File: src/rtl/hazard_forward_unit_if.sv
// ID-stage hazard/forward bundle between the decode stage and the hazard unit.
// master drives the ID instruction; slave returns stall and operand selects.
interface hazard_forward_unit_if;
  logic [4:0]  id_rs;
  logic [4:0]  id_rt;
  logic        id_use_rs;
  logic        id_use_rt;
  logic [4:0]  id_dst;
  logic        id_regwrite;
  logic        id_load;
  logic        stall;
  logic [1:0]  forward_a;
  logic [1:0]  forward_b;
  logic [15:0] stall_count;

  modport master (
    output id_rs, id_rt, id_use_rs, id_use_rt,
    output id_dst, id_regwrite, id_load,
    input  stall, forward_a, forward_b, stall_count
  );

  modport slave (
    input  id_rs, id_rt, id_use_rs, id_use_rt,
    input  id_dst, id_regwrite, id_load,
    output stall, forward_a, forward_b, stall_count
  );
endinterface

File: src/rtl/hazard_forward_unit.sv
// Load-use stall detection and EX operand forwarding for a 5-stage pipe.
// Tracks shadow EX/MEM/WB records of the instructions past ID.
module hazard_forward_unit (
  input logic             clk,
  input logic             reset,
  hazard_forward_unit_if.slave hif
);

  typedef struct packed {
    logic [4:0] dst;
    logic       regwrite;
    logic       load;
  } wr_t;

  typedef struct packed {
    wr_t        w;
    logic [4:0] rs;
    logic [4:0] rt;
    logic       use_rs;
    logic       use_rt;
  } ex_t;

  ex_t         ex_q;
  ex_t         ex_d;
  wr_t         mem_q;
  wr_t         wb_q;
  logic [15:0] cnt_q;
  logic        stall;
  logic        hit_rs;
  logic        hit_rt;
  logic [1:0]  fwd_a;
  logic [1:0]  fwd_b;

  // Register 0 is hard-wired, so it never counts as written.
  function automatic logic writes(
    input wr_t        s,
    input logic [4:0] r
  );
    return s.regwrite && (s.dst == r) && (r != 5'd0);
  endfunction

  // MEM outranks WB; a load in MEM is never a source.
  function automatic logic [1:0] sel(
    input logic       use_r,
    input logic [4:0] r,
    input wr_t        m,
    input wr_t        b
  );
    logic [1:0] s;
    s = 2'b00;
    if (use_r && writes(m, r) && !m.load)
      s = 2'b10;
    else if (use_r && writes(b, r))
      s = 2'b01;
    return s;
  endfunction

  always_comb begin
    hit_rs = hif.id_use_rs && writes(ex_q.w, hif.id_rs);
    hit_rt = hif.id_use_rt && writes(ex_q.w, hif.id_rt);
    stall  = ex_q.w.load && (hit_rs || hit_rt);
  end

  always_comb begin
    fwd_a = sel(ex_q.use_rs, ex_q.rs, mem_q, wb_q);
    fwd_b = sel(ex_q.use_rt, ex_q.rt, mem_q, wb_q);
  end

  always_comb begin
    ex_d = '0;
    if (!stall) begin
      ex_d.w.dst      = hif.id_dst;
      ex_d.w.regwrite = hif.id_regwrite;
      ex_d.w.load     = hif.id_load;
      ex_d.rs         = hif.id_rs;
      ex_d.rt         = hif.id_rt;
      ex_d.use_rs     = hif.id_use_rs;
      ex_d.use_rt     = hif.id_use_rt;
    end
  end

  always_ff @(posedge clk or negedge reset) begin
    if (!reset) begin
      ex_q  <= '0;
      mem_q <= '0;
      wb_q  <= '0;
    end else begin
      wb_q  <= mem_q;
      mem_q <= ex_q.w;
      ex_q  <= ex_d;
    end
  end

  always_ff @(posedge clk or negedge reset) begin
    if (!reset)
      cnt_q <= '0;
    else if (stall && (cnt_q != 16'hFFFF))
      cnt_q <= cnt_q + 16'd1;
  end

  assign hif.stall       = stall;
  assign hif.forward_a   = fwd_a;
  assign hif.forward_b   = fwd_b;
  assign hif.stall_count = cnt_q;

endmodule

File: src/flat_wrapper.sv
// flat-port wrapper written by rule: the top's interface ports become plain ports
module hazard_forward_unit_flat 
  (clk, reset, hif_id_rs, hif_id_rt, hif_id_use_rs, hif_id_use_rt, hif_id_dst, hif_id_regwrite, hif_id_load, hif_stall, hif_forward_a, hif_forward_b, hif_stall_count);
  hazard_forward_unit_if hif_i ();
  input logic clk;
  input logic reset;
  input wire logic [$bits(hif_i.id_rs)-1:0] hif_id_rs;
  input wire logic [$bits(hif_i.id_rt)-1:0] hif_id_rt;
  input wire logic [$bits(hif_i.id_use_rs)-1:0] hif_id_use_rs;
  input wire logic [$bits(hif_i.id_use_rt)-1:0] hif_id_use_rt;
  input wire logic [$bits(hif_i.id_dst)-1:0] hif_id_dst;
  input wire logic [$bits(hif_i.id_regwrite)-1:0] hif_id_regwrite;
  input wire logic [$bits(hif_i.id_load)-1:0] hif_id_load;
  output wire logic [$bits(hif_i.stall)-1:0] hif_stall;
  output wire logic [$bits(hif_i.forward_a)-1:0] hif_forward_a;
  output wire logic [$bits(hif_i.forward_b)-1:0] hif_forward_b;
  output wire logic [$bits(hif_i.stall_count)-1:0] hif_stall_count;
  assign hif_i.id_rs = hif_id_rs;
  assign hif_i.id_rt = hif_id_rt;
  assign hif_i.id_use_rs = hif_id_use_rs;
  assign hif_i.id_use_rt = hif_id_use_rt;
  assign hif_i.id_dst = hif_id_dst;
  assign hif_i.id_regwrite = hif_id_regwrite;
  assign hif_i.id_load = hif_id_load;
  assign hif_stall = hif_i.stall;
  assign hif_forward_a = hif_i.forward_a;
  assign hif_forward_b = hif_i.forward_b;
  assign hif_stall_count = hif_i.stall_count;
  hazard_forward_unit u_core (.clk(clk), .reset(reset), .hif(hif_i));
endmodule
File: config.mk
export PLATFORM = sky130hd
export DESIGN_NAME = hazard_forward_unit_flat
export DESIGN_NICKNAME = d
export VERILOG_FILES = /design/src/rtl/hazard_forward_unit_if.sv /design/src/rtl/hazard_forward_unit.sv /design/src/flat_wrapper.sv
export SDC_FILE = /design/constraint.sdc
export NUM_CORES = 1
export LEC_CHECK = 0
export ABC_AREA = 1
export ABC_CLOCK_PERIOD_IN_PS = 4400
export BUFFER_PORTS_ARGS = -buffer_cell sky130_fd_sc_hd__buf_2
export CAP_MARGIN = 20
export CORE_MARGIN = 4
export CORE_UTILIZATION = 62
export CTS_BUF_LIST = sky130_fd_sc_hd__clkbuf_4 sky130_fd_sc_hd__clkbuf_8
export CTS_CLUSTER_DIAMETER = 200
export DETAILED_ROUTE_END_ITERATION = 8
export GPL_TIMING_DRIVEN = 1
export PLACE_DENSITY = 0.87
export SYNTH_ARGS = -nofsm -noshare
export SYNTH_HDL_FRONTEND = slang
export SYNTH_SLANG_ARGS = --single-unit
export TNS_END_PERCENT = 5
File: constraint.sdc
create_clock -name clk -period 4.4 [get_ports clk]
set_input_delay 0.22 -clock clk [delete_from_list [all_inputs] [get_ports clk]]
set_output_delay 0.22 -clock clk [all_outputs]
set_load 0.03 [all_outputs]
==> run metrics, run 1 <==
gr usage total 0.236; Final Hold Vio Count 0; Critical Path Start Type register; most frequent cell after synthesis nand2_1; CTS tree done; post-layout min period 2270 ps; CP Capture Type output port; clock skew 7.13 ps; Wirelength per Cell 13.4 µm; Worst-Margin Slew 705 ps; Ant. Diodes 0; f_max 441 MHz; Max Cap Viol 0; Hold Path Origin hif_id_dst[2]; pin count of the biggest net entering global routing 49; initial antenna violation count 0; number of CTS-inserted buffers 5; Power Density 329 nW/µm²; vias in the first global route 2051; DRC viols 0; Fillers 268; setup violators final 0; vias per inst 5.31; initial drt markers 177; Die H 71.5 µm; hold path depth 3; Critical Path Fanout Max 20; core box area 3770 µm²; first-pass GRT wire length 9.52 mm; post-DP HPWL 3.96 mm; kind of critical path register to output port; top post-synthesis cells by area dfrtp_1, nand2_1, inv_1; Reg clk slew, reported paths 80 ps; mapped cell area 2500 µm²; layout cells sized above 1 0.166; root buffer cell clkbuf_8; Tightest Hold Check Type input pin to register; worst skew pair latency 300 ps; fin worst setup slack 2130 ps; crit-path max cell delay 800 ps; Layout Nets 384; Die ar. 5120 µm²; PortBufs 41; status complete, no violations; gr ovfl total 0; R2R Setup Slk 2490 ps; most common library cells after synthesis nand2_1, dfrtp_1, inv_1, nor2_1, nand4_1; Async SR Flop Fraction 1.00; critical path arrival 2050 ps; area grow syn2layout 15.7%; H-Tree Level Count 2; Gates resized, CTS repair 0; synth unique cells 33; Synth Warn # 0; Setup WS pre-CTS 2470 ps; initial core utilization 0.664; Peak VDD IR 285 µV; synthesized area per cell 7.87 µm²; Routed Antenna Nets 0; RSZ-0062 raised after global routing no; period utilization 0.515; Post-CTS Setup Bufs 0; Worst R2R Path Depth 3; Die X 71.5 µm; Pre-Repair DR Iteration Count 4; Post-synth EDFFs 0; num rows 22; r2r endpoint u_core.ex_q[10]; Slew Viols, Final 0; Seq cells post-synth 48; Post-Route WL 5.51 mm; Power Total 0.954 mW; max_slew headroom 0.530; CP Cell Sequence a21boi_1 -> buf_2; Main synth FF type dfrtp_1; io pins 42; number of clock sinks 48; clock tree buffer depth 2; Crit-path slowest cell dfrtp_1; sequential area share after synthesis 0.480; Yosys top cell by area dfrtp_1; Post-Syn Instances 318; gp weighted congestion 0.852; FF-to-FF Start u_core.ex_q[12]; P_leak 1.58 nW; hold endpoint u_core.ex_q[16]; Post-Syn Nets 340; Vias 2178; top cell type's share of synthesized area 0.480; total negative slack 0 ps; Worst Path Required 4180 ps
[cell families after synthesis]
logic type | Yosys count | synth area share
fa+ha+maj | 1 | 0.00500
buf+inv | 53 | 0.0840
xor+xnor | 16 | 0.0560
flops | 48 | 0.480
compound gates | 17 | 0.0410
simple gates | 183 | 0.334
[worst max path at each step]
stage / start / end / slack [ps] / cells after the start
6_report: u_core.ex_q[12] / hif_stall / 2130 / 2
5_1_grt: u_core.ex_q[18] / hif_stall / 1940 / 9
4_1_cts: u_core.ex_q[18] / hif_stall / 2130 / 9
3_5_place_dp: u_core.ex_q[12] / hif_stall / 2470 / 2
3_3_place_gp: u_core.ex_q[12] / hif_stall / 2570 / 2
2_1_floorplan: u_core.mem_q[3] / hif_forward_a[0] / 2140 / 4
[sequential cells by signal, indices dropped and copies added (netlist names)]
| name | flops |
|---|---|
| u_core.ex_q | 19 |
| u_core.hif.stall_count | 16 |
| u_core.wb_q | 6 |
| u_core.mem_q | 7 |
[cell type report]
| cell class | instances | area [µm²] | share of cell area |
|---|---|---|---|
| repair buffers | 44 | 243 | 0.0838 |
| well taps | 48 | 60.1 | 0.0207 |
| inverters | 46 | 173 | 0.0596 |
| clock inverters | 2 | 60.1 | 0.0207 |
| flip-flops and latches | 48 | 1200 | 0.415 |
| multi-input cells | 217 | 1090 | 0.377 |
| clock buffers | 5 | 68.8 | 0.0237 |
[metrics by stage]
step | std cells | util | hold slack, ps | instance area (µm²)
global route | 410 | 0.768 | 104 | 2900
detailed placement | 401 | 0.726 | 403 | 2740
global placement | 401 | 0.726 | 381 | 2740
finish | 410 | 0.768 | 115 | 2900
floorplan | 318 | - | -75.6 | 2500
CTS | 408 | 0.760 | 111 | 2870
[layout by cell type, fill, tap and decap left out, drive strengths merged, types with 2 or more instances in the layout]
master and n:
clkbuf 5, nor4 3, nor2 41, o211ai 2, buf 43, xnor2 10
bufinv 2, nand3 12, nand2 97, o22ai 3, nand4 25, xor2 6
a21oi 4, o21ai 5, dfrtp 48, inv 46, nor3 4
[routing by layer]
layer	share of wire	wire [µm]	global-route usage	up-vias
li1	-	-	-	1098
met1	0.45	2460	0.328	1003
met2	0.47	2610	0.371	70
met3	0.067	367	0.0561	7
met4	0.014	78	0.0689	0
met5	0	0	0	-
[where the power goes]
part	switching, mW	internal [mW]	total (mW)
combinational	0.0618	0.0384	0.100
clock	0.142	0.224	0.365
sequential	0.0259	0.463	0.489
total	0.229	0.724	0.954
[what timing repair did]
action	4_1_cts	5_1_grt
endpoints found under the setup margin	0	0
endpoints found under the hold margin	0	15
hold buffers	0	1
[critical path, delay by kind of cell (launching register included)]
kind            cells  cell delay, ps
compound gates      1             630
buf+inv             1             310
flops               1             800
Note: power is estimated with default switching activity, not from simulation.
==> run 2: changes to the inputs <==
--- a/config.mk
+++ b/config.mk
@@ -5,17 +5,17 @@
 export SDC_FILE = /design/constraint.sdc
 export NUM_CORES = 1
 export LEC_CHECK = 0
-export ABC_AREA = 1
-export ABC_CLOCK_PERIOD_IN_PS = 4400
+export ABC_AREA = 0
+export ABC_CLOCK_PERIOD_IN_PS = 2150
 export BUFFER_PORTS_ARGS = -buffer_cell sky130_fd_sc_hd__buf_2
 export CAP_MARGIN = 20
 export CORE_MARGIN = 4
-export CORE_UTILIZATION = 62
+export CORE_UTILIZATION = 57
 export CTS_BUF_LIST = sky130_fd_sc_hd__clkbuf_4 sky130_fd_sc_hd__clkbuf_8
 export CTS_CLUSTER_DIAMETER = 200
 export DETAILED_ROUTE_END_ITERATION = 8
 export GPL_TIMING_DRIVEN = 1
-export PLACE_DENSITY = 0.87
+export PLACE_DENSITY = 0.82
 export SYNTH_ARGS = -nofsm -noshare
 export SYNTH_HDL_FRONTEND = slang
 export SYNTH_SLANG_ARGS = --single-unit
==> constraint.sdc (replaced) <==
create_clock -name clk -period 2.15 [get_ports clk]
set_input_delay 0.1075 -clock clk [delete_from_list [all_inputs] [get_ports clk]]
set_output_delay 0.1075 -clock clk [all_outputs]
set_load 0.03 [all_outputs]
==> run 2 against run 1 <==
Compared with the run above:
- worst setup slack got worse by 2000 ps
- sequential share of layout area grew 4.7 points
- via count decreased by 32%
- power increased by 90%
- critical path depth up 3
- final cell count is 31% lower
- non-clock buffer count grew 3
- clock power is 73% higher
- routed wire length down 27%
- die area fell by 6.2%
- sequential cell count did not move
==> run metrics, run 2 <==
P_leak 1.18 nW (was 1.58 nW); Seq pwr share 0.549 (was 0.512); Main synth FF type dfrtp_1 (unchanged); CTS tree done (unchanged); io pins 42 (unchanged); kind of critical path register to output port (unchanged); clock skew 8.46 ps (was 7.13 ps); post-DP HPWL 2.98 mm (was 3.96 mm); Fillers 267 (was 268); synth unique cells 29 (was 33); Post-Syn Nets 203 (was 340); Async SR Flop Fraction 1.00 (unchanged); Tightest Hold Check Type input pin to register (unchanged); Peak VDD IR 609 µV (was 285 µV); vias in the first global route 1529 (was 2051); synthesized area per cell 11.8 µm² (was 7.87 µm²); most frequent cell after synthesis dfrtp_1 (was nand2_1); post-layout min period 2020 ps; Pre-Repair DR Iteration Count 4 (unchanged); number of CTS-inserted buffers 5 (unchanged); CP Cell Sequence or4_1 -> o21ai_1 -> nor4_1 -> nor3_1 -> buf_2 (was a21boi_1 -> buf_2); most common library cells after synthesis dfrtp_1, xnor2_1, xor2_1, and2_1, nand3_1 (was nand2_1, dfrtp_1, inv_1, nor2_1, nand4_1); top cell type's share of synthesized area 0.561 (was 0.480); first-pass GRT wire length 6.94 mm (was 9.52 mm); PortBufs 41 (unchanged); max reg flops 19 (unchanged); Worst Path Required 2040 ps (was 4180 ps); Setup WS pre-CTS 45.8 ps (was 2470 ps); Post-Syn Instances 181 (was 318); status complete, no violations (unchanged); fin worst setup slack 126 ps (was 2130 ps); clock tree buffer depth 2 (unchanged); CP Capture Type output port (unchanged); vias per inst 5.27 (was 5.31); gp weighted congestion 0.789 (was 0.852); Power Density 696 nW/µm² (was 329 nW/µm²); RSZ-0062 raised after global routing no (unchanged); gr ovfl total 0 (unchanged); root buffer cell clkbuf_8 (unchanged); Vias 1480 (was 2178); layout cells sized above 1 0.296 (was 0.166); DRC viols 0 (unchanged); largest reg by FF count u_core.ex_q (unchanged); Critical Path Fanout Max 3 (was 20); Critical Path Start Type register (unchanged); Final Hold Vio Count 0 (unchanged); Crit-path slowest cell or4_1 (was dfrtp_1); worst skew pair latency 300 ps (about the same); Die ar. 4800 µm² (was 5120 µm²); gr usage total 0.183 (was 0.236); Yosys top cell by area dfrtp_1 (unchanged); Worst-Margin Slew 571 ps (was 705 ps); cell-internal power 1.38 mW (was 0.724 mW); initial antenna violation count 0 (unchanged); f_max 494 MHz; Routed Antenna Nets 0 (unchanged); Seq cells post-synth 48 (unchanged); core box area 3630 µm² (was 3770 µm²); Synth Warn # 0 (unchanged); sequential area share after synthesis 0.561 (was 0.480); Sw Share 0.241 (was 0.240); Gate power share 0.101 (was 0.105); period utilization 0.942; setup violators final 0 (unchanged); initial core utilization 0.590 (was 0.664); Layout Nets 254 (was 384); Die X 69.3 µm (was 71.5 µm); number of clock sinks 48 (unchanged); Post-CTS Setup Bufs 0 (unchanged); crit-path max cell delay 520 ps (was 800 ps); max_slew headroom 0.619 (was 0.530); Wirelength per Cell 14.2 µm (was 13.4 µm); Reg clk slew, reported paths 90 ps (was 80 ps); Die H 69.3 µm (was 71.5 µm); mapped cell area 2140 µm² (was 2500 µm²); area grow syn2layout 21.7% (was 15.7%); placed instance count 271 (was 401); Post-synth EDFFs 0 (unchanged); final hold slack 9.26 ps (was 115 ps); clock network power share 0.349 (was 0.383); initial drt markers 62 (was 177); most common cell after layout, fill and taps aside dfrtp_1 (was nand2_1); net switching power 0.438 mW (was 0.229 mW); H-Tree Level Count 2 (unchanged); critical path arrival 1920 ps (was 2050 ps); Slew Viols, Final 0 (unchanged); num rows 22 (unchanged); pin count of the biggest net entering global routing 49 (unchanged); Ant. Diodes 0 (unchanged); top post-synthesis cells by area dfrtp_1, xnor2_1, xor2_1 (was dfrtp_1, nand2_1, inv_1); Post-Route WL 4.00 mm (was 5.51 mm); Max Cap Viol 0 (unchanged); non-filler instance count after layout 281 (was 410); commonest non-fill, non-tap cells in the layout dfrtp_1, buf_2, xor2_1 (was nand2_1, dfrtp_1, inv_1)
==> run 2: changes by cell type in the layout (fill, tap and decap cells not counted), moves of 3 or more <==
| cell | change |
|---|---|
| nor2_1 | -31 |
| xnor2_1 | +9 |
| o21ai_0 | -3 |
| o22ai_1 | -3 |
| nor3_1 | +5 |
| nand2_1 | -87 |
| and2_1 | +19 |
| xor2_1 | +15 |
| nand4_1 | -23 |
| a21oi_1 | -4 |
| inv_1 | -39 |
==> run 2: kinds of logic after synthesis <==
logic type	share of synthesized area
AND/OR/NAND/NOR	0.201
flip-flops	0.561
XOR/XNOR	0.172
buffers and inverters	0.0193
AO/OA/AOI/OAI	0.0310
multiplexers	0.0105
adder cells (fa/ha/maj)	0.00584
==> run 2: metal layers <==
layer | global-route usage | vias to the layer above | part of all wire
met4 | 0.0521 | 0 | 0.013
met1 | 0.235 | 724 | 0.45
met2 | 0.298 | 39 | 0.48
met5 | 0 | - | 0
met3 | 0.0565 | 6 | 0.053
li1 | - | 711 | -
==> run 2: path summary, 6_finish.rpt <==
check | startpoint | end | slack (ps) | cells after the start
min in group asynchronous | reset | u_core.ex_q[15] | 430 | 3
hold reg to reg | u_core.mem_q[1] | u_core.wb_q[1] | 380 | 0
max in group asynchronous | reset | u_core.hif.stall_count[0] | 1310 | 3
setup reg to reg | u_core.hif.stall_count[0] | u_core.hif.stall_count[9] | 140 | 8
hold / removal | hif_id_regwrite | u_core.ex_q[13] | 9 | 2
setup / recovery | u_core.ex_q[8] | hif_forward_a[0] | 130 | 5
==> run 2: through the flow <==
stage	setup TNS [ps]	power [mW]	area, µm²	util
after floorplan	-47.6	1.11	2150	-
after global placement	0	1.18	2430	0.668
after detailed placement	0	1.19	2430	0.668
after CTS	0	1.83	2600	0.715
after global routing	0	1.89	2610	0.717
final	0	1.81	2610	0.717
==> run 2: cell type report <==
cell class	count	area [µm²]	area share
clock buffers	5	68.8	0.0264
repair buffers	47	259	0.0994
flip-flops and latches	48	1200	0.462
well taps	48	60.1	0.0230
clock inverters	3	42.5	0.0163
inverters	6	22.5	0.00864
multi-input cells	124	950	0.364
==> run 2: repair_timing <==
item,CTS,global route
setup endpoints to repair,3,6
resized for setup,5,3
hold buffers,2,0
pin swaps,3,2
endpoints found under the hold margin,49,0
==> run 2: critical path: cells and delay by family, from the launching register on <==
family | cells | cell delay, ps
AO/OA/AOI/OAI | 1 | 200
buffers and inverters | 1 | 220
flip-flops | 1 | 420
AND/OR/NAND/NOR | 3 | 780
==> run 2: power groups by stage <==
stage | Combinational (mW) | Clock, mW | Sequential, mW
2_1_floorplan | 0.0847 | 0 | 1.02
3_3_place_gp | 0.172 | 0 | 1.01
3_5_place_dp | 0.174 | 0 | 1.01
4_1_cts | 0.186 | 0.647 | 0.996
5_1_grt | 0.205 | 0.686 | 1.00
6_report | 0.184 | 0.633 | 0.996
==> run 3: changes to the inputs <==
--- a/config.mk
+++ b/config.mk
@@ -16,6 +16,7 @@
 export DETAILED_ROUTE_END_ITERATION = 8
 export GPL_TIMING_DRIVEN = 1
 export PLACE_DENSITY = 0.82
+export REMOVE_ABC_BUFFERS = 1
 export SYNTH_ARGS = -nofsm -noshare
 export SYNTH_HDL_FRONTEND = slang
 export SYNTH_SLANG_ARGS = --single-unit
==> run 3 against run 2 <==
Compared with the run above:
- clock skew fell by 1.6 ps
- largest power group unchanged
- critical path depth is the same
- critical endpoint is now hif_forward_b[0]
- maximum frequency fell by 1.3%
- sequential share of layout area shrank 0.12 points
- worst setup slack worse by 26 ps
- sequential power about the same
- via count shrank 2.4%
- die area did not move
==> run metrics, run 3 (synthesis results as in run 2) <==
final hold slack 6.39 ps (was 9.26 ps); worst skew pair latency 300 ps (about the same); Slew Viols, Final 0 (unchanged); CTS tree done (unchanged); largest reg by FF count u_core.ex_q (unchanged); crit-path max cell delay 530 ps (was 520 ps); max_slew headroom 0.586 (was 0.619); gr usage total 0.175 (was 0.183); Power Density 696 nW/µm² (about the same); max reg flops 19 (unchanged); period utilization 0.954 (was 0.942); placed instance count 271 (unchanged); dpl cell area 2420 µm² (was 2430 µm²); Reg clk slew, reported paths 80 ps (was 90 ps); num rows 22 (unchanged); Tightest Hold Check Type input pin to register (unchanged); pin count of the biggest net entering global routing 21 (was 49); status complete, no violations (unchanged); post-layout min period 2050 ps (was 2020 ps); vias per inst 5.10 (was 5.27); Critical Path Start Type register (unchanged); R2R Setup Slk 130 ps (was 140 ps); Worst Path Required 2040 ps (about the same); commonest non-fill, non-tap cells in the layout dfrtp_1, buf_2, xnor2_1, xor2_1, and2_1 (was dfrtp_1, buf_2, xor2_1); Max Cap Viol 0 (unchanged); initial core utilization 0.590 (unchanged); clock network power share 0.350 (was 0.349); Vias 1444 (was 1480); f_max 488 MHz (was 494 MHz); initial antenna violation count 0 (unchanged); Crit-path slowest cell or4_1 (unchanged); Final Hold Vio Count 0 (unchanged); H-Tree Level Count 2 (unchanged); area grow syn2layout 21.7% (about the same); Ant. Diodes 0 (unchanged); setup violators final 0 (unchanged); layout cells sized above 1 0.285 (was 0.296); number of CTS-inserted buffers 5 (unchanged); Sw Share 0.242 (was 0.241); Layout Nets 256 (was 254); CP Cell Sequence or4_1 -> o21ai_1 -> nor4_1 -> nor3_1 -> buf_2 (unchanged); number of clock sinks 48 (unchanged); Peak VDD IR 512 µV (was 609 µV); total negative slack 0 ps (unchanged); initial drt markers 83 (was 62); clock skew 6.83 ps (was 8.46 ps); non-filler instance count after layout 283 (was 281); most common cell after layout, fill and taps aside dfrtp_1 (unchanged); Seq pwr share 0.547 (was 0.549); kind of critical path register to output port (unchanged); Pre-Repair DR Iteration Count 4 (unchanged); Die ar. 4800 µm² (unchanged); core box area 3630 µm² (unchanged); final instance area 2610 µm² (about the same); Worst-Margin Slew 613 ps (was 571 ps); vias in the first global route 1496 (was 1529); P_leak 1.19 nW (was 1.18 nW); Routed Antenna Nets 0 (unchanged); critical path arrival 1940 ps (was 1920 ps); PortBufs 41 (unchanged); cell-internal power 1.38 mW (about the same); post-DP HPWL 3.00 mm (was 2.98 mm); net switching power 0.439 mW (was 0.438 mW); gp weighted congestion 0.815 (was 0.789); RSZ-0062 raised after global routing yes (was no); Critical Path Fanout Max 3 (unchanged); first-pass GRT wire length 6.72 mm (was 6.94 mm); CP Capture Type output port (unchanged); gr ovfl total 0 (unchanged); clock tree buffer depth 2 (unchanged); io pins 42 (unchanged); Die X 69.3 µm (unchanged); Finished Core Util 0.718 (was 0.717); Wirelength per Cell 13.8 µm (was 14.2 µm); Gate power share 0.103 (was 0.101); Die H 69.3 µm (unchanged); DRC viols 0 (unchanged); root buffer cell clkbuf_8 (unchanged); Post-Route WL 3.90 mm (was 4.00 mm)
[run 3: path summary, 6_finish.rpt]
path	start	endpoint	cells after the start
min in group asynchronous	reset	u_core.ex_q[11]	2
max in group asynchronous	reset	u_core.mem_q[4]	3
max reg2reg	u_core.hif.stall_count[0]	u_core.hif.stall_count[1]	6
min	hif_id_dst[1]	u_core.ex_q[15]	2
max	u_core.ex_q[4]	hif_forward_b[0]	5
min reg2reg	u_core.mem_q[1]	u_core.wb_q[1]	0
[run 3: power by group through the flow]
| stage | clock, mW | combinational, mW | sequential, mW |
|---|---|---|---|
| 5_1_grt | 0.688 | 0.208 | 1.00 |
| 4_1_cts | 0.647 | 0.186 | 0.992 |
| 2_1_floorplan | 0 | 0.0830 | 1.02 |
| 3_5_place_dp | 0 | 0.177 | 1.01 |
| 3_3_place_gp | 0 | 0.173 | 1.01 |
| 6_report | 0.635 | 0.187 | 0.993 |
[run 3: final cells by class]
class                           instances  area (µm²)
Sequential cell                        48        1200
Timing Repair Buffer                   49         273
Tap cell                               48        60.1
Clock buffer                            5        68.8
Fill cell                             278        1030
Inverter                                6        22.5
Multi-Input combinational cell        124         940
Clock inverter                          3        42.5
[run 3: per-layer routing]
layer | routed length (µm) | track usage | up-vias
met5 | 0 | 0 | -
met4 | 71 | 0.0824 | 0
met3 | 194 | 0.0391 | 7
met2 | 1880 | 0.272 | 32
met1 | 1750 | 0.232 | 691
li1 | - | - | 714
[run 3: critical path, delay by kind of cell, from the launching register on]
| kind | cells | cell delay, ps |
|---|---|---|
| DFF | 1 | 440 |
| and+or+nand+nor | 3 | 790 |
| buffers and inverters | 1 | 220 |
| AOI/OAI and AO/OA | 1 | 180 |
[run 3: metrics by stage]
step	power [mW]	worst slack [ps]
6_report	1.81	99.7
5_1_grt	1.90	-7.19
4_1_cts	1.82	1.63
3_5_place_dp	1.19	45.1
3_3_place_gp	1.18	144
2_1_floorplan	1.10	-128
[run 3: timing repair]
action	4_1_cts	5_1_grt
endpoints found under the setup margin	1	16
resized for setup	2	6
hold endpoints to repair	49	0
pin swaps	0	2
setup buffers	0	2
hold buffers	2	0
